## config.mk

```make
export PLATFORM = sky130hd
export DESIGN_NAME = mult_share_sched
export DESIGN_NICKNAME = d
export VERILOG_FILES = /design/src/rtl/mult_share_sched.sv
export SDC_FILE = /design/constraint.sdc
export NUM_CORES = 1
export LEC_CHECK = 0
export CORE_AREA = 4 4 83 85
export DETAILED_ROUTE_END_ITERATION = 12
export DIE_AREA = 0 0 87 89
export GPL_TIMING_DRIVEN = 0
export PLACE_DENSITY = 0.84
export SYNTH_ARGS = -nofsm -noshare
export SYNTH_HDL_FRONTEND = slang
export SYNTH_SLANG_ARGS = --single-unit
```

## constraint.sdc

```tcl
create_clock -name clk -period 1.5 [get_ports clk]
set_input_delay 0.225 -clock clk [delete_from_list [all_inputs] [get_ports clk]]
set_output_delay 0.225 -clock clk [all_outputs]
set_load 0.02 [all_outputs]
```

## src/rtl/mult_share_sched.sv

```systemverilog
// Two requesters share one pipelined multiplier. Each burst loads DEPTH operand pairs,
// waits DRAIN_CYC cycles, then routes the readback to the granted requester.
// Latency: the grant is made one cycle after vld. Backpressure: RDY_mult low or vld[gnt] low stalls the burst.
module mult_share_sched #(
  parameter int LOGDEPTH  = 6,
  parameter int WIDTH     = 16,
  parameter int DRAIN_CYC = 4
) (
  input  logic             clk,
  input  logic             rst,
  input  logic [1:0]       vld,
  input  logic [15:0]      op0_r0,
  input  logic [15:0]      op1_r0,
  input  logic [15:0]      op0_r1,
  input  logic [15:0]      op1_r1,
  output logic [1:0]       rdy,
  output logic             EN_mult,
  output logic [15:0]      mult_input0,
  output logic [15:0]      mult_input1,
  input  logic             RDY_mult,
  output logic             EN_blockRead,
  input  logic             VALID_memVal,
  input  logic [WIDTH-1:0] memVal_data,
  output logic [1:0]       res_valid,
  output logic [WIDTH-1:0] res_data,
  output logic [1:0]       done
);

  typedef enum logic [2:0] {IDLE, LOAD, DRAIN, READ, DONE} state_t;

  localparam int DEPTH = 2 ** LOGDEPTH;
  localparam int CW    = LOGDEPTH + 1;
  localparam int DW    = (DRAIN_CYC > 1) ? $clog2(DRAIN_CYC) : 1;
  localparam logic [CW-1:0] DEPTH_C    = CW'(DEPTH);
  localparam logic [DW-1:0] DRAIN_LAST = (DRAIN_CYC > 0) ? DW'(DRAIN_CYC - 1) : '0;

  state_t          state, state_n;
  logic            gnt, gnt_n;
  logic            last_win, last_win_n;
  logic [CW-1:0]   cnt, cnt_n;
  logic [CW-1:0]   res_cnt, res_cnt_n;
  logic [DW-1:0]   drain_cnt, drain_cnt_n;
  logic            rd_seen, rd_seen_n;
  logic            gnt_vld;

  always_ff @(posedge clk) begin
    if (rst) begin
      state     <= IDLE;
      gnt       <= 1'b0;
      last_win  <= 1'b1;
      cnt       <= '0;
      res_cnt   <= '0;
      drain_cnt <= '0;
      rd_seen   <= 1'b0;
    end else begin
      state     <= state_n;
      gnt       <= gnt_n;
      last_win  <= last_win_n;
      cnt       <= cnt_n;
      res_cnt   <= res_cnt_n;
      drain_cnt <= drain_cnt_n;
      rd_seen   <= rd_seen_n;
    end
  end

  assign gnt_vld = gnt ? vld[1] : vld[0];

  always_comb begin
    state_n      = state;
    gnt_n        = gnt;
    last_win_n   = last_win;
    cnt_n        = cnt;
    res_cnt_n    = res_cnt;
    drain_cnt_n  = drain_cnt;
    rd_seen_n    = rd_seen;
    rdy          = 2'b00;
    EN_mult      = 1'b0;
    mult_input0  = '0;
    mult_input1  = '0;
    EN_blockRead = 1'b0;
    res_valid    = 2'b00;
    res_data     = '0;
    done         = 2'b00;

    case (state)
      IDLE: begin
        if (vld != 2'b00) begin
          // On contention the requester that lost the previous round wins
          gnt_n   = (vld == 2'b11) ? ~last_win : vld[1];
          cnt_n   = '0;
          state_n = LOAD;
        end
      end

      LOAD: begin
        EN_mult     = gnt_vld & RDY_mult;
        rdy         = gnt ? {EN_mult, 1'b0} : {1'b0, EN_mult};
        mult_input0 = gnt ? op0_r1 : op0_r0;
        mult_input1 = gnt ? op1_r1 : op1_r0;
        if (EN_mult) begin
          cnt_n = cnt + 1'b1;
          if (cnt_n == DEPTH_C) begin
            drain_cnt_n = '0;
            state_n     = (DRAIN_CYC == 0) ? READ : DRAIN;
          end
        end
      end

      DRAIN: begin
        if (drain_cnt == DRAIN_LAST) begin
          state_n = READ;
        end else begin
          drain_cnt_n = drain_cnt + 1'b1;
        end
      end

      READ: begin
        // The readback request stays high until the first word shows up
        EN_blockRead = ~rd_seen;
        res_valid    = gnt ? {VALID_memVal, 1'b0} : {1'b0, VALID_memVal};
        res_data     = memVal_data;
        if (VALID_memVal) begin
          rd_seen_n = 1'b1;
          res_cnt_n = res_cnt + 1'b1;
          if (res_cnt_n == DEPTH_C) begin
            state_n = DONE;
          end
        end
      end

      DONE: begin
        done        = gnt ? 2'b10 : 2'b01;
        last_win_n  = gnt;
        cnt_n       = '0;
        res_cnt_n   = '0;
        drain_cnt_n = '0;
        rd_seen_n   = 1'b0;
        state_n     = IDLE;
      end

      default: state_n = IDLE;
    endcase

    // Outputs are quiet while reset is held, even when it interrupts a burst
    if (rst) begin
      rdy          = 2'b00;
      EN_mult      = 1'b0;
      mult_input0  = '0;
      mult_input1  = '0;
      EN_blockRead = 1'b0;
      res_valid    = 2'b00;
      res_data     = '0;
      done         = 2'b00;
    end
  end

endmodule

```

Yosys cells after proc, flatten, opt, wreduce, memory -nomap -nowiden

Index checks and enable logic that the tools add are counted.
Widths: inputs -> output; s select.

Input bits: 86
Register bits after elaboration: 22
Output and inout bits: 56

Equality and inequality tests: 15
Muxes and demuxes: 41
Add/sub/neg operators: 3
Reduce and logical (&&, ||, !) cells: 10
Bitwise logic cells: 3

Operator list:

| kind                | count |
|---|---|
| $mux 16             | 8 |
| $mux 2              | 12 |
| $mux 7              | 3 |
| $pmux 7 s3          | 1 |
| $mux 3              | 6 |
| $add 7x1->7 const B | 2 |
| $eq 7x7->1 const B  | 2 |
| $ne 2x2->1 const B  | 7 |
| $pmux 7 s2          | 1 |
| $pmux 3 s4          | 1 |
| $mux 1              | 7 |
| $eq 3x2->1 const B  | 2 |
| $pmux 2 s3          | 1 |
| $reduce_and 6->1    | 1 |
| $reduce_bool 3->1   | 2 |
| $eq 2x2->1 const B  | 2 |
| $reduce_and 2->1    | 2 |
| $reduce_and 4->1    | 1 |
| $reduce_bool 2->1   | 2 |
| $eq 3x1->1 const B  | 1 |
| $eq 3x3->1 const B  | 1 |
| $logic_not 3->1     | 1 |
| $reduce_and 3->1    | 1 |
| $add 2x1->2 const B | 1 |
| other kinds (3)     | 4 |

Logic depth before layout (Yosys ltp)

Gate-level depths: netlist (run 1).

Depth in word-level cells: 5
Mapped depth: 6
Mapped depth without buffers: 5

Worst setup path before layout (run 1)

Ideal clock, no wire load.

Kind: register -> output
Start point: reg state[2]
End point: out done[0]
Cell stages (with the launch flop): 5
Setup slack: -0.097 ns
Arrival: 1.372 ns
Data required time: 1.275 ns
Cells stage by stage: dfxtp_1 > buf_4 > or3b_1 > clkbuf_2 > nor3_1

Word-level cells in the longest chain between the ends: 3

RTL lines:

| element                  | line | text |
|---|---|---|
| start: declaration       | 37   | `state_t state, state_n;` |
| start signal: assignment | 56   | `state <= state_n;` |
| $eq 3x3->1               | 85   | `case (state)` |
| $mux 2                   | 85   |  |
| $mux 2                   | 145  | `if (rst) begin` |
| end: declaration         | 26   | `output logic [1:0] done` |

Every way passes these cells.

Worst setup path after layout (run 1)

Same ends and word-level chain as after synthesis.

==> reports/summary.txt, run 1 <==
Status - finished with violations
Failing checks - setup timing
Setup_tns - -13.72 ns
Final Max Slew Viols - 0
Synth cell types - 45
Die ar. - 7740 um^2
Cell area power density - 414 nW/um^2
Clk pin slew, worst setup/hold paths - 0.08 ns
Routed vias - 2748
Tcrit/Tclk final - 1.18
Final routed DRC violation total - 0
Seq/Total Area, Yosys - 0.238
CP Class - flop to primary output
Layout cells sized above 1 - 0.492
Max FO, Critical Path - 7
Register bit total from synthesis - 22
Core ar. - 6200 um^2
WL final - 9300 um
CP endpoint kind - primary output
Total CTS buffers - 3
CP Launch Type - flop
Worst slew pin tran - 0.619 ns
RePlAce Congestion - 0.885
Die Height - 89 um
Vias per Instance - 5.52
Number of global-route vias before repair - 2679
Final HPWL DP - 5690 um
Final Hold Vio Count - 0
I/O pin cnt - 142
FMAX - 565 MHz
DIE WIDTH - 87 um
Area leader, netlist - dfxtp_1
Ys async rst share - 0
Mapped Cells - 253
Final setup fails - 68
N_diodes - 0
Antenna-violating nets left - 0
Syn nets - 342
Antenna violations before repair - 0
Setup WS post-layout - -0.270 ns
RSZ-0062 raised after global routing - true
Peak supply drop - 321 uV
CTS Hold Bufs - 0
Post-Syn Area per Cell - 7.31 um^2
H-Tree Level Count - 1
Number of synthesized flops with an enable pin - 0
End-of-flow core utilization - 0.701
Clock skew after layout - 0.00200 ns
Area Overhead vs Synth - 135%
Most frequent cells in the layout - 81 x clkdlybuf4s50_1, 59 x buf_6, 27 x buf_4, 27 x nor2_4, 20 x nand2_1
CTS Buffer Depth - 2
First-pass GRT wire length - 12200 um
Worst endpoint required time - 1.27 ns
Yosys synthesis warning count - 0
Grt total ovfl - 0
P_leak - 1.63 nW
Starting Density - 0.298
Clk sinks - 22
Area share of the largest cell type after synthesis - 0.238
Drt wl/cell - 18.7 um
# nets final - 511
Cell Area, Synth - 1850 um^2
Largest net degree at the start of global routing - 13
Port-buffer cells - 141
Hold/Removal Path Class - input pin to flop
CTS root buf - clkbuf_8
Router iterations before antenna repair - 5
CP arrival - 1.54 ns
Row cnt - 29
Clock Latency Late Sink - 0.28 ns
Synth top area cells - dfxtp_1 24%, mux2i_1 17%, nor2_1 9.7%
Overall global routing resource usage - 0.194
Finished Layout Cells - 498
Placed Cells - 471
TritonCTS clock tree - yes
Primary FF master, synth - dfxtp_1
Min cycle time layout - 1.77 ns
Most common cell after layout, fill and taps aside - clkdlybuf4s50_1
Max-slew headroom - 0.587
Max Cap Viol - 0
Iter 0 DRT Violations - 173
[where the power goes]
group	switching (mW)	internal (mW)
Combinational	0.324	0.422
Clock	0.221	0.236
Sequential	0.0116	0.585
Total	0.556	1.24
[kinds of logic after synthesis]
logic type      after synthesis  synth area share
simple gates                129             0.345
buf+inv                      20            0.0500
mux                          33             0.179
compound gates               46             0.168
fa+ha+maj                     3            0.0203
flops                        22             0.238
[layer usage]
metal / share of wire / vias up / global-route usage / routed length [um]
li1: - / 1251 / - / -
met1: 0.33 / 1298 / 0.197 / 3060
met2: 0.55 / 163 / 0.380 / 5110
met3: 0.086 / 36 / 0.0525 / 795
met4: 0.035 / 0 / 0.0666 / 329
met5: 0 / - / 0 / 0
[registers in the layout, indices dropped and copies added, names as in the netlist]
signal,count
state,3
res_cnt,7
gnt,1
drain_cnt,2
cnt,7
rd_seen,1
last_win,1
[synthesized netlist by cell type (2+ instances only)]
master and n:
a211o_1 2, a211oi_1 3, a21oi_1 12, a311oi_1 7, a31oi_1 2, and2_1 19, and3_1 4, buf_2 7
buf_4 2, clkbuf_1 6, dfxtp_1 22, ha_1 3, inv_1 3, mux2i_1 32, nand2_1 21, nand2b_1 2
nand3_1 8, nand3b_1 4, nand4_1 2, nand4b_1 2, nor2_1 48, nor2b_1 3, nor3_1 9, o21ai_0 7
o22ai_1 2, or3b_1 2
[worst max-delay path, stage by stage, from the launching register on]
cell      delay [ns]
dfxtp_2         0.33
buf_6           0.13
or3b_1          0.36
clkbuf_8        0.17
nor3_4          0.12
buf_6           0.14
[final timing paths]
path | startpoint | to | slack [ns] | cells past startpoint
setup reg to reg | state[2] | res_cnt[2] | -0.12 | 7
hold / removal | vld[1] | gnt | 0.40 | 3
setup / recovery | state[2] | done[0] | -0.27 | 5
hold reg to reg | res_cnt[6] | res_cnt[6] | 0.48 | 1
[cell type report]
cell class | instances | area [um^2]
Buffer | 16 | 213
Inverter | 3 | 11.3
Fill cell | 436 | 1860
Tap cell | 77 | 96.3
Clock buffer | 4 | 55.1
Sequential cell | 22 | 465
Multi-Input combinational cell | 211 | 1850
Timing Repair Buffer | 165 | 1660
[per-stage QoR]
| stage | hold slack [ns] | area, um^2 | worst slack [ns] | power (mW) |
|---|---|---|---|---|
| floorplan | 0.344 | 1860 | -0.0470 | 0.811 |
| global placement | 0.442 | 3370 | -1.12 | 1.14 |
| detailed placement | 0.463 | 3370 | -1.13 | 1.15 |
| CTS | 0.468 | 3800 | -0.242 | 1.64 |
| global route | 0.399 | 4350 | -0.322 | 1.86 |
| finish | 0.400 | 4350 | -0.270 | 1.80 |
[repair_timing]
action                                  CTS  global route
endpoints found under the setup margin   73            74
setup buffers                            12             9
pin swaps                                29            17
gates cloned                              2             1
resized for setup                       411           124
(Power assumes the default switching activity.)
==> run 2: changes to the inputs <==
Settings changed: CORE_AREA 4 4 83 85 to 8 8 87 89, DIE_AREA 0 0 87 89 to 0 0 95 97, REMOVE_ABC_BUFFERS set to 1.
==> run 2 against run 1 <==
  * The run still ends with setup timing left
  * Power increased by 5.0%
  * Maximum frequency increased by 1.4%
  * Non-clock buffer count decreased by 9
  * Die area increased by 19%
  * Routed wire length increased by 10%
  * Sequential share of layout area increased by 0.47 points
  * Combinational power decreased by 3.4%
  * Register-to-register slack about the same
  * Critical path depth decreased by 1
  * Sequential power about the same
  * Global-route usage decreased by 0.11 points
==> reports/summary.txt, run 2 (synthesized netlist as in run 1, its figures left out) <==
Routed vias - 2668
Max incr delay on CP - 0.44 ns
Final HPWL DP - 6280 um
Clk pin slew, worst setup/hold paths - 0.09 ns
CTS Buffer Depth - 2
First-pass GRT wire length - 14200 um
Port-buffer cells - 141
Grt total ovfl - 0
Final setup fails - 67
Core ar. - 6200 um^2
Crit path cell chain - buf_12, mux2i_1, nor2_4, buf_6
Peak supply drop - 515 uV
Worst slew pin tran - 0.496 ns
CTS root buf - clkbuf_8
Most common cell after layout, fill and taps aside - clkdlybuf4s50_1
Clock Latency Late Sink - 0.27 ns
Clock skew after layout - 0.0105 ns
Cell area power density - 455 nW/um^2
Router iterations before antenna repair - 4
# nets final - 506
CP endpoint kind - primary output
Hold path cells - 2
End-of-flow core utilization - 0.669
Most frequent cells in the layout - 83 x clkdlybuf4s50_1, 52 x buf_6, 32 x buf_4, 28 x nor2_4, 24 x mux2i_1
Drt wl/cell - 20.8 um
Total power - 1.89 mW
Row cnt - 29
Hold/Removal Path Class - input pin to flop
Largest net degree at the start of global routing - 28
Setup_tns - -9.58 ns
Starting Density - 0.298
RSZ-0062 raised after global routing - true
Vias per Instance - 5.40
WL final - 10300 um
DIE WIDTH - 95 um
P_leak - 1.58 nW
Filler instances - 455
Layout cells sized above 1 - 0.423
Status - finished with violations
Post-Place Worst Slack - -2.48 ns
Iter 0 DRT Violations - 101
Antenna-violating nets left - 0
Total CTS buffers - 3
Max-slew headroom - 0.666
Setup WS post-layout - -0.245 ns
Max Cap Viol - 0
Final routed DRC violation total - 0
Overall global routing resource usage - 0.193
Final Hold Vio Count - 0
Worst path depth - 4
Top Registers - cnt: 7 flops, res_cnt: 7 flops, state: 3 flops
Buf+Inv Stages, Crit Path - 2
Worst endpoint required time - 1.27 ns
Tcrit/Tclk final - 1.16
Crit path max-delay family - multiplexers
Max FO, Critical Path - 11
CP Launch Type - flop
Area Overhead vs Synth - 124%
Die Height - 97 um
RePlAce Congestion - 0.837
TritonCTS clock tree - yes
CP Class - flop to primary output
CP arrival - 1.52 ns
Final Max Slew Viols - 0
Failing checks - setup timing
Critical-path top delay cell - mux2i_1
H-Tree Level Count - 1
Reg2Reg Depth - 7
I/O pin cnt - 142
Clk sinks - 22
Min cycle time layout - 1.74 ns
Die ar. - 9220 um^2
Number of global-route vias before repair - 2668
FMAX - 573 MHz
Antenna violations before repair - 1
## run 2: report_power, final
group | internal (mW) | switching (mW) | total (mW)
clock network | 0.357 | 0.212 | 0.569
registers | 0.584 | 0.0138 | 0.598
logic | 0.405 | 0.315 | 0.721
total | 1.35 | 0.541 | 1.89
## run 2: layer usage
metal	vias up	wire length (um)	track usage
li1	1248	-	-
met1	1260	3680	0.208
met2	141	5570	0.339
met3	19	837	0.0688
met4	0	181	0.0577
met5	-	0	0
## run 2: final timing paths
kind                            slack [ns]              end     start
worst max-delay path                 -0.24  mult_input0[14]       gnt
worst max register to register       -0.12       res_cnt[5]  state[2]
worst min register to register        0.47          rd_seen   rd_seen
worst min-delay path                  0.34       res_cnt[0]       rst
## run 2: area by class of cell
type / instances / area, um^2 / share of cell area
multi-input combinational: 215 / 1760 / 0.423
tap: 77 / 96.3 / 0.0232
antenna: 1 / 2.50 / 0.000603
sequential: 22 / 464 / 0.112
clock buffer: 3 / 41.3 / 0.00994
timing repair buffer: 172 / 1750 / 0.421
inverter: 3 / 11.3 / 0.00271
clock inverter: 1 / 30.0 / 0.00723
## run 2: worst reg2reg max path: cells and delay by family, from the launching register on
family	cells	cell delay (ns)
DFF	1	0.38
buffers and inverters	3	0.47
AOI/OAI and AO/OA	2	0.34
and+or+nand+nor	2	0.35
## run 2: repair_timing
action	in CTS	in global routing
pin swaps	35	22
buffers inserted	22	7
setup endpoints to repair	76	73
resized for setup	424	55
cloned	4	1
hold buffers	0	0
## run 2: metrics by stage
step                      instances  cell area (um^2)  hold slack (ns)
after CTS                       485              3900            0.343
after detailed placement        455              3300            0.449
after global routing            494              4150            0.377
final                           494              4150            0.343
after floorplan                 236              1770            0.294
after global placement          454              3280            0.443
